==> config.mk <==
export PLATFORM = sky130hd
export DESIGN_NAME = led_shift_tx
export DESIGN_NICKNAME = d
export VERILOG_FILES = /design/src/rtl/led_pkg.sv /design/src/rtl/led_bit_timer.sv /design/src/rtl/led_shift_tx.sv
export SDC_FILE = /design/constraint.sdc
export NUM_CORES = 1
export LEC_CHECK = 0
export BUFFER_PORTS_ARGS = -buffer_cell sky130_fd_sc_hd__clkbuf_2
export CAP_MARGIN = 20
export CORE_MARGIN = 4
export CORE_UTILIZATION = 56
export CTS_CLUSTER_SIZE = 8
export DETAILED_ROUTE_END_ITERATION = 12
export GPL_TIMING_DRIVEN = 0
export HOLD_SLACK_MARGIN = 0.15
export PLACE_DENSITY = 0.79
export SLEW_MARGIN = 20
export SYNTH_ARGS = -nofsm -noshare
export SYNTH_HDL_FRONTEND = slang
export SYNTH_HIERARCHICAL = 1
export SYNTH_SLANG_ARGS = --single-unit
==> constraint.sdc <==
create_clock -name clk -period 3.6 [get_ports clk]
set_clock_uncertainty 0.2 [all_clocks]
set_input_delay 0.18 -clock clk [delete_from_list [all_inputs] [get_ports clk]]
set_output_delay 0.18 -clock clk [all_outputs]
set_load 0.1 [all_outputs]
==> src/rtl/led_pkg.sv <==
// Shared types and default sizing for the LED serial transmit path.
package led_pkg;

  typedef enum logic [1:0] {
    IDLE     = 2'd0,
    SHIFT_LO = 2'd1,
    SHIFT_HI = 2'd2,
    LATCH    = 2'd3
  } led_tx_state_t;

  localparam int LED_DATA_W  = 128;
  localparam int LED_CLK_DIV = 4;
  localparam int LED_LAT_W   = 2;

endpackage

==> src/rtl/led_bit_timer.sv <==
// Interval timer: counts enabled cycles from zero and raises tc in the
// cycle where the count reaches lim-1, so an interval lasts exactly lim
// cycles. The count returns to zero on tc or on clr.
module led_bit_timer #(
  parameter int CW = 2
) (
  input  logic          clk,
  input  logic          rstn,
  input  logic          clr,
  input  logic          en,
  input  logic [CW-1:0] lim,
  output logic          tc
);

  logic [CW-1:0] cnt_reg;
  logic [CW-1:0] cnt_next;

  assign tc = en && (cnt_reg == lim - CW'(1));

  // Next count: restart on clear or terminal count, otherwise advance.
  always_comb begin
    cnt_next = cnt_reg;
    if (clr || tc) begin
      cnt_next = '0;
    end else if (en) begin
      cnt_next = cnt_reg + CW'(1);
    end
  end

  // Count register.
  always_ff @(posedge clk) begin
    if (!rstn) begin
      cnt_reg <= '0;
    end else begin
      cnt_reg <= cnt_next;
    end
  end

endmodule

==> src/rtl/led_shift_tx.sv <==
// Serial LED frame transmitter: captures a frame on enable, shifts it out
// with a divided shift clock, pulses the latch strobe and reports done.
// Every output is a register loaded from the *_next value of the FSM.
module led_shift_tx
  import led_pkg::*;
#(
  parameter int DATA_W    = LED_DATA_W,
  parameter int CLK_DIV   = LED_CLK_DIV,
  parameter int LAT_W     = LED_LAT_W,
  parameter int MSB_FIRST = 1
) (
  input  logic              clk,
  input  logic              rstn,
  input  logic              enable,
  input  logic [DATA_W-1:0] data_in,
  output logic              busy,
  output logic              done,
  output logic              drop,
  output logic              led_sclk,
  output logic              led_sdo,
  output logic              led_lat,
  output logic              led_oe_n
);

  localparam int BIT_W  = $clog2(DATA_W);
  localparam int DIV_CW = $clog2(CLK_DIV + 1);
  localparam int LAT_CW = $clog2(LAT_W + 1);
  // The latch interval reuses the divider, so it must fit both limits.
  localparam int CNT_W  = (DIV_CW > LAT_CW) ? DIV_CW : LAT_CW;

  localparam logic [CNT_W-1:0] DIV_LIM  = CNT_W'(CLK_DIV);
  localparam logic [CNT_W-1:0] LAT_LIM  = CNT_W'(LAT_W);
  localparam logic [BIT_W-1:0] LAST_BIT = BIT_W'(DATA_W - 1);

  led_tx_state_t     state_reg, state_next;
  logic [DATA_W-1:0] shreg_reg, shreg_next;
  logic [BIT_W-1:0]  bit_cnt_reg, bit_cnt_next;
  logic              busy_reg, busy_next;
  logic              done_reg, done_next;
  logic              drop_reg, drop_next;
  logic              sclk_reg, sclk_next;
  logic              sdo_reg, sdo_next;
  logic              lat_reg, lat_next;
  logic              oe_n_reg, oe_n_next;

  logic              tmr_clr;
  logic              tmr_en;
  logic [CNT_W-1:0]  tmr_lim;
  logic              tmr_tc;

  // Bit that goes on the wire next.
  function automatic logic head_bit(input logic [DATA_W-1:0] v);
    return (MSB_FIRST != 0) ? v[DATA_W-1] : v[0];
  endfunction

  // Advance the frame by one bit toward the head end.
  function automatic logic [DATA_W-1:0] shift_one(input logic [DATA_W-1:0] v);
    return (MSB_FIRST != 0) ? {v[DATA_W-2:0], 1'b0} : {1'b0, v[DATA_W-1:1]};
  endfunction

  led_bit_timer #(
    .CW (CNT_W)
  ) u_div (
    .clk  (clk),
    .rstn (rstn),
    .clr  (tmr_clr),
    .en   (tmr_en),
    .lim  (tmr_lim),
    .tc   (tmr_tc)
  );

  // Next-state and next-output logic for the transmit FSM.
  always_comb begin
    state_next   = state_reg;
    shreg_next   = shreg_reg;
    bit_cnt_next = bit_cnt_reg;
    busy_next    = busy_reg;
    done_next    = 1'b0;
    drop_next    = 1'b0;
    sclk_next    = sclk_reg;
    sdo_next     = sdo_reg;
    lat_next     = lat_reg;
    oe_n_next    = oe_n_reg;
    tmr_clr      = 1'b0;
    tmr_en       = 1'b0;
    tmr_lim      = DIV_LIM;

    case (state_reg)
      IDLE: begin
        // Hold the divider at zero so the first half-period is full length.
        tmr_clr   = 1'b1;
        sclk_next = 1'b0;
        lat_next  = 1'b0;
        if (enable) begin
          shreg_next   = data_in;
          bit_cnt_next = '0;
          busy_next    = 1'b1;
          sdo_next     = head_bit(data_in);
          state_next   = SHIFT_LO;
        end
      end

      SHIFT_LO: begin
        tmr_en    = 1'b1;
        drop_next = enable;
        if (tmr_tc) begin
          sclk_next  = 1'b1;
          state_next = SHIFT_HI;
        end
      end

      SHIFT_HI: begin
        tmr_en    = 1'b1;
        drop_next = enable;
        if (tmr_tc) begin
          sclk_next = 1'b0;
          if (bit_cnt_reg == LAST_BIT) begin
            lat_next   = 1'b1;
            sdo_next   = 1'b0;
            state_next = LATCH;
          end else begin
            shreg_next   = shift_one(shreg_reg);
            bit_cnt_next = bit_cnt_reg + BIT_W'(1);
            sdo_next     = head_bit(shift_one(shreg_reg));
            state_next   = SHIFT_LO;
          end
        end
      end

      LATCH: begin
        tmr_en    = 1'b1;
        tmr_lim   = LAT_LIM;
        drop_next = enable;
        if (tmr_tc) begin
          lat_next   = 1'b0;
          busy_next  = 1'b0;
          done_next  = 1'b1;
          // Drivers stay enabled once the first frame has been latched.
          oe_n_next  = 1'b0;
          state_next = IDLE;
        end
      end

      default: begin
        state_next = IDLE;
      end
    endcase
  end

  // State, datapath and output registers.
  always_ff @(posedge clk) begin
    if (!rstn) begin
      state_reg   <= IDLE;
      shreg_reg   <= '0;
      bit_cnt_reg <= '0;
      busy_reg    <= 1'b0;
      done_reg    <= 1'b0;
      drop_reg    <= 1'b0;
      sclk_reg    <= 1'b0;
      sdo_reg     <= 1'b0;
      lat_reg     <= 1'b0;
      oe_n_reg    <= 1'b1;
    end else begin
      state_reg   <= state_next;
      shreg_reg   <= shreg_next;
      bit_cnt_reg <= bit_cnt_next;
      busy_reg    <= busy_next;
      done_reg    <= done_next;
      drop_reg    <= drop_next;
      sclk_reg    <= sclk_next;
      sdo_reg     <= sdo_next;
      lat_reg     <= lat_next;
      oe_n_reg    <= oe_n_next;
    end
  end

  assign busy     = busy_reg;
  assign done     = done_reg;
  assign drop     = drop_reg;
  assign led_sclk = sclk_reg;
  assign led_sdo  = sdo_reg;
  assign led_lat  = lat_reg;
  assign led_oe_n = oe_n_reg;

endmodule
==> results.txt <==
- Gates resized during post-CTS repair numbered 0.
- Synth Cell Area: about 7200 sq um
- Across all register-to-register paths, the minimum setup slack is 180 ps.
- Overall via count from detail_route: just under 7000
- Along the worst path, the maximum fanout reaches 12.
* WP data required: roughly 3700 ps
- Synthesis produced between 700 and 800 cells.
* Standard cell area after detailed placement: 8079 sq um
- Port-buffer cells: 137
- After synthesis the netlist holds a flip-flop and latch count of around 150.
* Clock Sink Count: around 150
* Floorplan die width: between 100 and 150 microns
- Max-slew headroom: 51.61%
- The floorplan step defined a core boundary enclosing 12570 sq um.
- Yosys instantiated no cell more often than sky130_fd_sc_hd__dfxtp_1.
- Die span in y: ~120 microns
* Number of search-and-repair iterations in the first detailed-routing pass: 5
- Worst path buffer plus inverter count: 3
* Total length of routed wires: 21080 microns
- Library cells used by synthesis: between 40 and 50
* Critical path, cell by cell: ha_1 > inv_1 > ha_1 > xor2_1 > and4_4 > nor2b_1 > nor3_1 > buf_2 > clkbuf_1 > nand3_1 > o211a_1
- Async SR Flop Fraction: 0%
- Maximum resistive drop on vdd: 0.0004723 V
* Number of H-tree branching levels: 4
* Fin Setup TNS: 0 ps
* Final critical delay including setup and external delays: 3415 ps
- The slowest stage of the critical path belongs to the cell sky130_fd_sc_hd__dfxtp_1.
- Number of max-capacitance violations reported: 0
- Data arrival, critical path: 3520 ps
- Once the floorplan was initialized, standard cells occupied a little under three fifths of the core.
- The total count of hold-check failures in the final report came to 0.
- Startpoint Class: flop
- After legalization and detailed placement, the total HPWL measured 12180 microns.
- Number of antenna violations at the first check in global routing: 0
- # IOs: 138
- Yosys attributes the largest share of cell area to sky130_fd_sc_hd__dfxtp_1, sky130_fd_sc_hd__mux2i_1, sky130_fd_sc_hd__o211a_1, sky130_fd_sc_hd__nand3_1, sky130_fd_sc_hd__buf_2.
- Max Buffers Root-to-Sink: 2
- Power spread over the standard cell area amounts to approximately 810 nW/um^2.
- The largest total area in the synthesized netlist belongs to sky130_fd_sc_hd__dfxtp_1.
- CP Capture Type: flop
* Clock slew at reported path FFs: approximately 60 ps
* Warning count from the yosys run: 6
- Vias in the first global route: approximately 6900
- The synthesized design contains 0 enable-type register cells.
- The die covers around 15000 sq um.
- In the routed design, unresolved DRC markers number 0.
* Actual slew at the worst max-slew pin: 725.9 ps
* Cts bufs inserted: 17
- Compared with the post-synthesis result, the final layout area differs by 40.79%.
- Congestion Overflow GR: 0
* Clock tree from TritonCTS: built
* Routed via count divided by cell count: 5.843
- Proportion of synthesized chip area in sequential cells: a little over 40%
- Entering global routing, the biggest net connects 17 pins.
- Diode insertion count for antenna repair: 0
- RSZ-0062 raised after global routing: no
- The commonest cells after synthesis are sky130_fd_sc_hd__dfxtp_1, sky130_fd_sc_hd__nand3_1, sky130_fd_sc_hd__mux2i_1.
- The largest single stage delay on the critical path is between 300 and 400 ps.
- Final estimated routing congestion in global placement: approximately 0.84
- Root Buffer Master: sky130_fd_sc_hd__clkbuf_16
- The register with the most flip-flops in the layout has roughly 130 of them.
- Ratio of cells with drive above 1 in the final layout: a little over a fifth
- The analysis attributes to cell leakage a power of around 5.2 nW.
* CP top delay family: simple AND/OR/NAND/NOR gates
- Final Cell Area: 10100 sq um
- Highest attainable clock frequency: between 200 and 300 MHz
- The tightest min-delay check is of the flop to flop type.
- Critical path's most frequent cell: sky130_fd_sc_hd__ha_1
* Share of the synthesized area in the top cell type: about two fifths
- Clk Latency, worst-skew pair: between 400 and 500 ps
* Number of nets with antenna violations after routing: 0
- For this run, the total global-route usage over all layers was measured as roughly 28%.
- The floorplan has 41 rows.
* Total of endpoints with negative setup slack in the final report: 0
- The flow ran to the end, and the final reports show no timing, DRC or antenna violations.
- For this run, the leading register cell type out of synthesis is sky130_fd_sc_hd__dfxtp_1.
- Post-layout net count: 1134
- Final Cycle Share: 94.87%
- Average wire per cell in the routed design: between 15 and 20 microns
* Class of the most critical setup path: flop to flop
* Global-route wire length before repair: ~34000 microns
- Number of max-slew violations in the final report: 0
- The detailed router finished its first iteration with roughly 530 violations.
* Synth Area per Inst: roughly 10 sq um
## logic make-up after synthesis
kind of cell	share of synthesized area, %
compound gates	20.30
simple gates	13.60
fa+ha+maj	1.570
mux	17.72
other cells	0.05227
flops	40.74
xor+xnor	0.8023
buf+inv	5.215
## layer usage
metal / GRT usage, % / share of wire [%]
met1: 34.28 / 42
met2: 48.45 / 49
met3: 6.340 / 5.7
met4: 13.10 / 3.4
met5: 0 / 0
## per-stage QoR
step                      instances  total power, mW  util [%]  setup slack [ps]  hold slack [ps]
after floorplan                 707            5.135         -             815.2            127.4
after global placement         1016            5.664     64.28             408.5            247.7
after detailed placement       1016            5.860     64.28             306.3            257.5
after CTS                      1179            8.088     80.37             293.1            266.3
after global routing           1179            8.629     80.37             25.03            310.6
final                          1179            8.180     80.37             184.7            274.2
## final cells by class
type                    count  area, sq um
multi-input cells         481         3881
flip-flops and latches    146         2923
fillers                   791         2467
repair buffers            268         1997
clock buffers              23        488.0
plain buffers              74        351.6
clock inverters             9        222.7
well taps                 172        215.2
inverters                   6        22.52
## cell usage in the layout (no fill, tap or decap), types with 2 or more instances in the layout
cell                            Yosys  layout
sky130_fd_sc_hd__a21boi_0           6       6
sky130_fd_sc_hd__a21oi_1            3       3
sky130_fd_sc_hd__a31oi_1            2       2
sky130_fd_sc_hd__and2_1             2       2
sky130_fd_sc_hd__and3_1             5       5
sky130_fd_sc_hd__and4_1             2       2
sky130_fd_sc_hd__buf_1              2       2
sky130_fd_sc_hd__buf_2             35      35
sky130_fd_sc_hd__buf_4              2       2
sky130_fd_sc_hd__buf_6              3       3
sky130_fd_sc_hd__bufinv_16          0       7
sky130_fd_sc_hd__clkbuf_1          32      34
sky130_fd_sc_hd__clkbuf_16          0      17
sky130_fd_sc_hd__clkbuf_2           0     137
sky130_fd_sc_hd__clkbuf_8           0       4
sky130_fd_sc_hd__conb_1             1       2
sky130_fd_sc_hd__dfxtp_1          146     146
sky130_fd_sc_hd__dlygate4sd3_1      0     131
sky130_fd_sc_hd__ha_1               9       9
sky130_fd_sc_hd__inv_1              6       6
sky130_fd_sc_hd__mux2i_1          127     127
sky130_fd_sc_hd__nand2_1           14      14
sky130_fd_sc_hd__nand2b_1           5       5
sky130_fd_sc_hd__nand3_1          129     129
sky130_fd_sc_hd__nand3b_1           2       2
sky130_fd_sc_hd__nand4_1            2       2
sky130_fd_sc_hd__nor2_1             7       7
sky130_fd_sc_hd__nor2b_1            5       5
sky130_fd_sc_hd__nor3_1             3       3
sky130_fd_sc_hd__nor3_2             3       3
sky130_fd_sc_hd__o211a_1          126     126
sky130_fd_sc_hd__o21ai_0            9       9
sky130_fd_sc_hd__o311a_1            2       2
sky130_fd_sc_hd__xor2_1             3       3
## report_power, final
| part | switching [mW] | internal (mW) | leakage, nW |
|---|---|---|---|
| Sequential | 0.447 | 2.40 | 1.21 |
| Combinational | 1.77 | 1.46 | 3.61 |
| Clock | 0.662 | 1.44 | 0.344 |
| Total | 2.88 | 5.30 | 5.16 |
## worst paths after layout
check | startpoint | end | depth (start not counted)
min | led_oe_n | led_oe_n | 2
min reg2reg | led_oe_n | led_oe_n | 2
max reg2reg | state_reg[0] | shreg_reg[42] | 11
max | state_reg[0] | shreg_reg[42] | 11
## repair_timing
item / 4_1_cts / 5_1_grt
endpoints found under the hold margin: 136 / 0
endpoints found under the setup margin: 0 / 0
buffers inserted: 0 / 0
hold buffers: 131 / 0
## tightest hold or removal path: cells and delay by family, from the launching register on
kind          cells  cell delay (ps)
flops             1              320
simple gates      2              100
Note: power is estimated with default switching activity, not from simulation.
